File: src/rtl/operand_bank_nxn.sv
// Operand store for the matrix-multiply array: serially loads an NxN weight matrix W
// and an NxN input matrix X, then streams column k of W and row k of X for k = 0..N-1.
module operand_bank_nxn #(
  parameter int N      = 3,
  parameter int DATA_W = 4,
  parameter int KEEP_W = 0
) (
  input  logic                  clk,
  input  logic                  clear_n,
  input  logic [DATA_W-1:0]     data_in,
  input  logic                  load_w,
  input  logic                  load_x,
  input  logic                  flush,
  input  logic                  unload,
  output logic                  load_ready,
  output logic                  w_full,
  output logic                  x_full,
  output logic                  start,
  output logic                  overflow,
  output logic [N*DATA_W-1:0]   data_outw,
  output logic [N*DATA_W-1:0]   data_outx,
  output logic                  out_valid,
  output logic [$clog2(N)-1:0]  step,
  output logic                  unload_done
);

  localparam int NN = N * N;
  localparam int CW = $clog2(NN + 1);
  localparam int AW = $clog2(NN);
  localparam int KW = $clog2(N + 1);
  localparam int SW = $clog2(N);
  localparam logic [CW-1:0] NN_C = CW'(NN);
  localparam logic [KW-1:0] N_K  = KW'(N);

  typedef enum logic [1:0] {FILL, READY, UNLOAD} state_e;

  state_e              state_q, state_d;
  logic [CW-1:0]       w_cnt_q, w_cnt_d, x_cnt_q, x_cnt_d;
  logic [KW-1:0]       k_q, k_d;
  logic [N*DATA_W-1:0] outw_q, outw_d, outx_q, outx_d;
  logic [SW-1:0]       step_q, step_d;
  logic                valid_q, valid_d, done_q, done_d, ovf_q, ovf_d;
  logic                w_we, x_we;
  logic [DATA_W-1:0]   w_mem_q [NN];
  logic [DATA_W-1:0]   x_mem_q [NN];

  // NOTE: every signal gets a default before the case so no path leaves it unassigned (no latches).
  always_comb begin
    state_d = state_q;
    w_cnt_d = w_cnt_q;
    x_cnt_d = x_cnt_q;
    k_d     = k_q;
    w_we    = 1'b0;
    x_we    = 1'b0;
    ovf_d   = 1'b0;
    done_d  = 1'b0;
    valid_d = 1'b0;
    outw_d  = '0;
    outx_d  = '0;
    step_d  = '0;
    if (flush) begin
      state_d = FILL;
      w_cnt_d = '0;
      x_cnt_d = '0;
      k_d     = '0;
    end else begin
      unique case (state_q)
        FILL: begin
          // W wins a simultaneous load; the X word is always dropped in that case.
          if (load_w) begin
            if (w_cnt_q < NN_C) begin
              w_we    = 1'b1;
              w_cnt_d = w_cnt_q + CW'(1);
            end else begin
              ovf_d = 1'b1;
            end
            if (load_x) ovf_d = 1'b1;
          end else if (load_x) begin
            if (x_cnt_q < NN_C) begin
              x_we    = 1'b1;
              x_cnt_d = x_cnt_q + CW'(1);
            end else begin
              ovf_d = 1'b1;
            end
          end
          if (w_cnt_d == NN_C && x_cnt_d == NN_C) state_d = READY;
        end
        READY: begin
          ovf_d = load_w | load_x;
          if (unload) begin
            state_d = UNLOAD;
            k_d     = '0;
          end
        end
        UNLOAD: begin
          ovf_d = load_w | load_x;
          if (k_q < N_K) begin
            valid_d = 1'b1;
            step_d  = k_q[SW-1:0];
            for (int i = 0; i < N; i++) begin
              outw_d[i*DATA_W +: DATA_W] = w_mem_q[AW'(i*N + int'(k_q))];
              outx_d[i*DATA_W +: DATA_W] = x_mem_q[AW'(int'(k_q)*N + i)];
            end
            k_d = k_q + KW'(1);
          end else begin
            // Drain cycle after the last step: re-arm the counters and hand back to FILL.
            done_d  = 1'b1;
            state_d = FILL;
            k_d     = '0;
            x_cnt_d = '0;
            if (KEEP_W == 0) w_cnt_d = '0;
          end
        end
        default: state_d = FILL;
      endcase
    end
  end

  // NOTE: sequential state uses non-blocking assignments so all registers update together.
  always_ff @(posedge clk or negedge clear_n) begin
    if (!clear_n) begin
      state_q <= FILL;
      w_cnt_q <= '0;
      x_cnt_q <= '0;
      k_q     <= '0;
      outw_q  <= '0;
      outx_q  <= '0;
      step_q  <= '0;
      valid_q <= 1'b0;
      done_q  <= 1'b0;
      ovf_q   <= 1'b0;
    end else begin
      state_q <= state_d;
      w_cnt_q <= w_cnt_d;
      x_cnt_q <= x_cnt_d;
      k_q     <= k_d;
      outw_q  <= outw_d;
      outx_q  <= outx_d;
      step_q  <= step_d;
      valid_q <= valid_d;
      done_q  <= done_d;
      ovf_q   <= ovf_d;
    end
  end

  // NOTE: the memories are small flop arrays and must read as zero after reset or flush,
  // so they are reset here rather than left uninitialised like a RAM macro.
  always_ff @(posedge clk or negedge clear_n) begin
    if (!clear_n) begin
      for (int i = 0; i < NN; i++) begin
        w_mem_q[i] <= '0;
        x_mem_q[i] <= '0;
      end
    end else if (flush) begin
      for (int i = 0; i < NN; i++) begin
        w_mem_q[i] <= '0;
        x_mem_q[i] <= '0;
      end
    end else begin
      if (w_we) w_mem_q[w_cnt_q[AW-1:0]] <= data_in;
      if (x_we) x_mem_q[x_cnt_q[AW-1:0]] <= data_in;
    end
  end

  assign load_ready  = (state_q == FILL);
  assign start       = (state_q == READY);
  assign w_full      = (w_cnt_q == NN_C);
  assign x_full      = (x_cnt_q == NN_C);
  assign overflow    = ovf_q;
  assign data_outw   = outw_q;
  assign data_outx   = outx_q;
  assign out_valid   = valid_q;
  assign step        = step_q;
  assign unload_done = done_q;

endmodule

File: config.mk
export PLATFORM = sky130hd
export DESIGN_NAME = operand_bank_nxn
export DESIGN_NICKNAME = d
export VERILOG_FILES = /design/src/rtl/operand_bank_nxn.sv
export SDC_FILE = /design/constraint.sdc
export NUM_CORES = 1
export LEC_CHECK = 0
export ABC_CLOCK_PERIOD_IN_PS = 4760
export CAP_MARGIN = 40
export CELL_PAD_IN_SITES_DETAIL_PLACEMENT = 1
export CELL_PAD_IN_SITES_GLOBAL_PLACEMENT = 1
export CORE_MARGIN = 5
export CORE_UTILIZATION = 25
export DETAILED_ROUTE_END_ITERATION = 12
export PLACE_DENSITY = 0.59
export SLEW_MARGIN = 20
export SYNTH_ARGS = -nofsm -noshare
export SYNTH_HDL_FRONTEND = slang
export SYNTH_SLANG_ARGS = --single-unit
File: constraint.sdc
create_clock -name clk -period 4.76 [get_ports clk]
set_clock_uncertainty 0.1 [all_clocks]
set_input_delay 0.476 -clock clk [delete_from_list [all_inputs] [get_ports clk]]
set_output_delay 0.476 -clock clk [all_outputs]
set_load 0.03 [all_outputs]
==> results of run 1 <==
## synthesized netlist by cell type (all sizes together), types with 4 or more instances
library cell | instances | area (um^2)
buf | 29 | 161
nand2b | 12 | 82.6
o21ai | 10 | 50.1
a21oi | 77 | 385
clkbuf | 22 | 82.6
nand2 | 93 | 349
nor2b | 11 | 76.3
and2 | 8 | 50.1
mux4 | 31 | 698
and3 | 4 | 25.0
dfrtp | 113 | 2830
nor2 | 37 | 139
ha | 22 | 275
nand3 | 66 | 330
a211oi | 5 | 37.5
inv | 12 | 45.0
mux2i | 27 | 270
## layer usage
layer,vias to the layer above,GRT usage (%),wire [um]
met2,108,20.2,8370
met1,2444,18.7,8640
met3,20,2.99,919
li1,2205,-,-
met5,-,0,0
met4,0,4.38,308
## where the power goes
part / switching [mW] / internal [mW]
Combinational: 0.110 / 0.0527
Clock: 0.432 / 0.735
Sequential: 0.0136 / 0.972
Total: 0.555 / 1.76
## sequential cells by signal, summed over array words and instances (netlist names)
register	flops
w_mem_q	36
data_outw	12
x_cnt_q	4
x_mem_q	36
data_outx	12
step	2
unload_done	1
state_q	2
k_q	2
overflow	1
w_cnt_q	4
out_valid	1
## worst max-delay path, delay by kind of cell (launching register included)
| kind | cells | cell delay (ps) |
|---|---|---|
| flops | 1 | 750 |
| fa+ha+maj | 1 | 670 |
| buf+inv | 2 | 640 |
| mux | 2 | 530 |
| simple gates | 2 | 130 |
| compound gates | 1 | 130 |
## what timing repair did
action | CTS | global route
hold endpoints to repair | 23 | 0
endpoints found under the setup margin | 0 | 0
hold buffers | 1 | 0
gates resized for setup | 0 | 0
## cell families (layout without fill, tap and decap cells)
logic type | Yosys count | count (layout)
buf+inv | 63 | 98
flops | 113 | 113
compound gates | 112 | 112
xor+xnor | 1 | 1
mux | 59 | 59
simple gates | 244 | 244
fa+ha+maj | 22 | 22
## final timing paths
check | slack [ps] | cells past startpoint | endpoint
min reg2reg | 440 | 2 | w_mem_q[12]
max | 1650 | 8 | data_outx[9]
min | 370 | 3 | overflow
max reg2reg | 1650 | 8 | data_outx[9]
max in group asynchronous | 2870 | 4 | k_q[0]
min in group asynchronous | 420 | 2 | data_outx[4]
## layout make-up
class	count	area [um^2]
Fill cell	2783	16900
Multi-Input combinational cell	438	3090
Sequential cell	113	2830
Timing Repair Buffer	55	579
Clock buffer	24	472
Tap cell	324	405
Clock inverter	7	60.1
Inverter	12	45.0
==> run summary, run 1 <==
Post-CTS setup buffer count: 0
Slew Limit Fails: 0
Final std cells w/o fill: 973
Ys Warns: 0
Biggest fanout along the worst timing path: 26
Setup WS pre-CTS: 1630 ps
Adder-Cell Fraction of Synth Area: 4.44%
Mapped Cells: 614
Min-Delay Path Class: input pin to register
Total gr overflow: 0
Total count of hold-check failures in the final report: 0
First-pass GRT wire length: 29.3 mm
Commonest non-fill, non-tap cell in the layout: dfrtp_1
Synth-to-layout area growth: 20.6%
Commonest non-fill, non-tap cells in the layout: dfrtp_1 (112), nand2_1 (93), a21oi_1 (77)
Clock transition at path regs: 50 ps
Post-Layout Inst Area: 7480 um^2
Vias in the first global route: 5,097
R2r startpoint: k_q[1]
Async S/R FF share, synth: 100%
Detailed Route WL: 18.2 mm
CP peak stage delay: 750 ps
Max-Cap Viols: 0
Starting Density: 25.4%
Dpl cells: 940
Simple logic cell fraction of the synthesized area: 18.4%
Post-Synthesis Cell Area: 6200 um^2
Synth Area in XOR/XNOR: 0.141%
Synth Flop Type: dfrtp_1
Worst path cell trace: inv_1 > ha_1 > buf_4 > mux4_2 > mux2i_1 > nor2_1 > a21oi_1 > nor2_1
Required time worst endpoint: 4920 ps
Syn_area_per_cell: 10.1 um^2
DIE AREA: 28,100 um^2
Final core utilization: 30.7%
GPL Wtd Cong: 0.855
Crit path top cell by count: nor2_1
Setup violations, final: 0
Largest family of logic cells by synthesized area: simple AND/OR/NAND/NOR gates
Critical path arrival: 3270 ps
Worst-margin pin slew: 757 ps
TritonCTS clock tree: done
Dpl cell area: 6910 um^2
Unrepaired setup endpoints after global routing: no
Leakage: 2.97 nW
Number of H-tree levels: 4
Share of the synthesized area in compound gates (AO/OA/AOI/OAI): 11.0%
EDFF count, synth: 0
Worst rel slew slack: 49.5%
Min cycle time layout: 3110 ps
Clock Sinks: 113
Proportion of layout cells with a drive suffix above 1: 12.9%
DRC: 0
Via density: 4.91
Initial drt markers: 334
Post-route ant nets: 0
First-pass DRT Iterations: 4
Largest net degree at the start of global routing: 81
TritonCTS buffer count: 17
Part of the Yosys area used for sequential elements: 45.6%
CP Capture Type: register
Cell Rows: 57
Core Region: 24,400 um^2
Power per Cell Area: 310 nW/um^2
WS Path Type: register to register
Final net count: 669
Final worst setup slack: 1650 ps
Period utilization: 65.2%
Clock root cell: clkbuf_16
TNS Setup: 0 ps
Port bufs: 42
Status: completed
# IOs: 43
Vias after detailed routing: 4,777
Overall Global Routing Usage: 13.3%
Unique masters post-synth: 48
VDD IR-drop max: 0.176 mV
Initial antenna violation count: 0
Chip height: 167 um
Worst setup path start: k_q[1]
# diodes: 0
Hold WS: 372 ps
Avg WL per Cell: 18.8 um
Total power: 2.32 mW
Post-synthesis mux area share: 15.8%
Hold Startpoint: flush
Worst path slowest cell: dfrtp_1
Critical path startpoint category: register
Post-DP HPWL: 13.3 mm
DIE WIDTH: 167 um
Maximum clock path buffer count: 2
Number of synthesized register bits: 113
Max frequency: 322 MHz
Skew-Pair Late Insertion Delay: 420 ps
Synth Net Count: 646
Note: power is estimated with default switching activity, not from simulation.
==> run 2: changes to the inputs <==
- ABC_CLOCK_PERIOD_IN_PS: 4760 -> 2660
- PLACE_DENSITY: 0.59 -> 0.61
- clock period: 4.76 -> 2.66 ns (I/O delays scaled with it)
==> run 2 against run 1 <==
Wire length shrank 3.0%; critical path type is now register to output port; worst hold slack lost 300 ps; critical path depth shrank 3; highest routed layer unchanged; critical endpoint is now w_full.
==> run summary, run 2 (synthesis results as in run 1) <==
Chip height: 167 um
Number of H-tree levels: 4
Total count of hold-check failures in the final report: 0
Reg2Reg Depth: 7
Vias in the first global route: 5,071
Delay-heaviest family, CP: buffers and inverters
Commonest non-fill, non-tap cells in the layout: dfrtp_1 (112), nand2_1 (93), a21oi_1 (77)
Critical path startpoint category: register
Post-CTS setup buffer count: 0
Setup WS pre-CTS: 357 ps
Setup violations, final: 0
Status: completed
Overall Global Routing Usage: 13.2%
Post-cts resize count: 0
Initial antenna violation count: 0
TritonCTS clock tree: done
Post-DP HPWL: 12.3 mm
Initial drt markers: 372
DRC: 0
Skew-Pair Late Insertion Delay: 420 ps
Port bufs: 42
Final std cells w/o fill: 993
DIE WIDTH: 167 um
Period utilization: 93.6%
Critical path arrival: 2120 ps
Final worst setup slack: 170 ps
Cell Rows: 57
First-pass DRT Iterations: 4
Vias after detailed routing: 4,733
Avg WL per Cell: 17.8 um
Hold Path End: overflow
Proportion of layout cells with a drive suffix above 1: 16.1%
CP Capture Type: output port
Max-Cap Viols: 0
Clock root cell: clkbuf_16
CTS Hold Bufs: 1
Required time worst endpoint: 2290 ps
Worst-margin pin slew: 798 ps
Worst rel slew slack: 46.8%
Detailed Route WL: 17.7 mm
Largest regs: w_mem_q (36), x_mem_q (36)
GPL Wtd Cong: 0.782
Unrepaired setup endpoints after global routing: no
Post-Layout Inst Area: 7690 um^2
First-pass GRT wire length: 29.2 mm
Final net count: 688
Crit path top cell by count: inv_1
Dpl cells: 960
# diodes: 0
Clock Sinks: 113
VDD IR-drop max: 0.293 mV
Total gr overflow: 0
Power per Cell Area: 590 nW/um^2
TritonCTS buffer count: 17
Reg2reg setup slack: 470 ps
CP peak stage delay: 710 ps
R2r endpoint: state_q[1]
Clock transition at path regs: 60 ps
Largest net degree at the start of global routing: 75
Min-Delay Path Class: input pin to register
Slew Limit Fails: 0
Maximum clock path buffer count: 2
R2r startpoint: w_cnt_q[0]
DIE AREA: 28,100 um^2
Starting Density: 25.4%
Core Region: 24,400 um^2
Hold Startpoint: flush
Post-route ant nets: 0
Dpl cell area: 7050 um^2
CP Buf/Inv Count: 3
Max frequency: 402 MHz
Commonest non-fill, non-tap cell in the layout: dfrtp_1
Synth-to-layout area growth: 24.1%
Hold Crit Depth: 2
WP depth: 5
Worst path slowest cell: clkdlybuf4s50_1
Final core utilization: 31.5%
WS Path Type: register to output port
Worst path cell trace: inv_1 > ha_1 > inv_1 > nor2_1 > clkdlybuf4s50_1
TNS Setup: 0 ps
Via density: 4.77
Leakage: 3.08 nW
# IOs: 43
Min cycle time layout: 2490 ps
Biggest fanout along the worst timing path: 5
-- run 2: through the flow --
step,power (mW),hold WS [ps]
2_1_floorplan,1.95,-130
3_3_place_gp,2.08,190
3_5_place_dp,2.09,193
4_1_cts,4.60,47.8
5_1_grt,4.72,56.3
6_report,4.54,73.1
-- run 2: final cells by class --
cell class / instances / area (um^2)
flip-flops and latches: 113 / 2830
multi-input cells: 438 / 3090
repair buffers: 74 / 688
well taps: 324 / 405
clock buffers: 20 / 457
clock inverters: 12 / 180
fillers: 2798 / 16700
inverters: 12 / 45.0
-- run 2: power by group --
| part | internal, mW | switching (mW) | leakage [nW] |
|---|---|---|---|
| clock network | 1.62 | 0.869 | 0.295 |
| logic | 0.0968 | 0.195 | 1.22 |
| registers | 1.74 | 0.0212 | 1.57 |
| total | 3.46 | 1.09 | 3.08 |
-- run 2: how the worst max path moves through the flow --
stage               slack, ps        from           end
floorplan                 110      k_q[0]  data_outw[5]
global placement          410      load_w    x_mem_q[0]
detailed placement        360      load_w    x_mem_q[3]
CTS                       150  w_cnt_q[1]        w_full
global route               80  w_cnt_q[1]        w_full
finish                    170  w_cnt_q[1]        w_full
-- run 2: routing by layer --
layer,track usage [%],wire length (um)
met4,3.53,128
met1,19.3,8600
met5,0,0
met3,3.65,1240
met2,19.3,7720
==> run 3: changes to the inputs <==
- CTS_CLUSTER_SIZE: unset -> 8
- SLEW_MARGIN: 20 -> unset
==> run 3 against run 2 <==
Setup slack worse by 11 ps; via count up 0.42%; non-clock buffer count unchanged; sequential power about the same; wire length down 0.92%; sequential share of layout area up 0.44 points; global-route usage down 0.18 points; flip-flop and latch count unchanged; clock power down 15%; largest cell class unchanged.
==> run summary, run 3 (synthesis results as in run 1) <==
DIE WIDTH: 167 um
Detailed Route WL: 17.5 mm
Maximum clock path buffer count: 2
VDD IR-drop max: 0.335 mV
Initial drt markers: 418
Worst rel slew slack: 45.5%
CP peak stage delay: 710 ps
Largest net degree at the start of global routing: 75
Commonest non-fill, non-tap cell in the layout: dfrtp_1
Final core utilization: 31.2%
Min-Delay Path Class: input pin to register
Commonest non-fill, non-tap cells in the layout: dfrtp_1 (112), nand2_1 (93), a21oi_1 (77)
Post-cts resize count: 0
Dpl cell area: 7050 um^2
Via density: 4.79
Overall Global Routing Usage: 13.0%
Skew-Pair Late Insertion Delay: 420 ps
First-pass GRT wire length: 29.0 mm
Worst path cell trace: inv_1 > ha_1 > inv_1 > nor2_1 > clkdlybuf4s50_1
Chip height: 167 um
Number of H-tree levels: 4
Post-Layout Inst Area: 7600 um^2
Leakage: 3.04 nW
Proportion of layout cells with a drive suffix above 1: 16.3%
Area of the multi-input gates: 3090 um^2
TritonCTS buffer count: 17
Status: completed
Starting Density: 25.4%
DRC: 0
Avg WL per Cell: 17.7 um
Port bufs: 42
Post-route ant nets: 0
Unrepaired setup endpoints after global routing: no
Synth-to-layout area growth: 22.6%
Vias in the first global route: 5,039
Total count of hold-check failures in the final report: 0
DIE AREA: 28,100 um^2
Initial antenna violation count: 0
Setup violations, final: 0
Max-Cap Viols: 0
Post-CTS setup buffer count: 0
Biggest fanout along the worst timing path: 5
Seq. cell area: 2830 um^2
Period utilization: 94.0%
Dpl cells: 960
Final std cells w/o fill: 993
WS Path Type: register to output port
TNS Setup: 0 ps
Total gr overflow: 0
Power per Cell Area: 549 nW/um^2
Min cycle time layout: 2500 ps
Final net count: 688
CTS Hold Bufs: 1
# IOs: 43
Setup WS pre-CTS: 369 ps
Vias after detailed routing: 4,753
Filler cells: 2,807
Max frequency: 400 MHz
Clock root cell: clkbuf_16
Slew Limit Fails: 0
Post-DP HPWL: 12.3 mm
CP Capture Type: output port
Hold WS: 63.0 ps
Final worst setup slack: 159 ps
Required time worst endpoint: 2290 ps
Critical path startpoint category: register
Critical path arrival: 2130 ps
Crit path top cell by count: inv_1
Cell Rows: 57
Worst path slowest cell: clkdlybuf4s50_1
Largest regs: w_mem_q (36), x_mem_q (36)
Worst-margin pin slew: 818 ps
GPL Wtd Cong: 0.782
Clock Sinks: 113
First-pass DRT Iterations: 4
TritonCTS clock tree: done
# diodes: 0
Core Region: 24,400 um^2
Clock transition at path regs: 60 ps
Total power: 4.18 mW
[run 3: cell count changes in the layout (fill, tap and decap cells not counted)]
cell	before	now
clkinv_2	1	2
bufinv_16	4	0
inv_6	2	4
clkinvlp_4	5	6
clkinv_4	0	2
clkbuf_8	2	1
clkbuf_1	1	0
[run 3: layout make-up]
cell class / instances / share of cell area [%]
Clock buffer: 18 / 5.78
Timing Repair Buffer: 74 / 9.05
Tap cell: 324 / 5.33
Multi-Input combinational cell: 438 / 40.6
Clock inverter: 14 / 1.42
Inverter: 12 / 0.592
Sequential cell: 113 / 37.2
[run 3: power by group]
group          total (mW)  switching (mW)  internal, mW
Sequential           1.76          0.0210          1.74
Clock                2.12           0.902          1.22
Combinational       0.293           0.196        0.0971
Total                4.18            1.12          3.06
[run 3: final timing paths]
check	start	end	slack [ps]	depth (start not counted)
worst min register to register	w_mem_q[17]	w_mem_q[17]	420	2
max in group asynchronous	clear_n	w_cnt_q[3]	1410	3
worst min-delay path	flush	overflow	60	2
worst max-delay path	w_cnt_q[1]	w_full	160	5
min in group asynchronous	clear_n	overflow	280	2
worst max register to register	w_cnt_q[0]	state_q[1]	450	6
[run 3: worst max-delay path, delay by kind of cell, from the launching register on]
kind	cells	cell delay (ps)
and+or+nand+nor	1	180
adders and majority gates	1	190
DFF	1	430
buffers and inverters	3	910
[run 3: metal layers]
layer	GRT usage [%]	up-vias	wire length, um
met3	2.92	13	792
met1	19.4	2395	9050
li1	-	2254	-
met4	4.02	0	196
met5	0	-	0
met2	18.8	91	7490
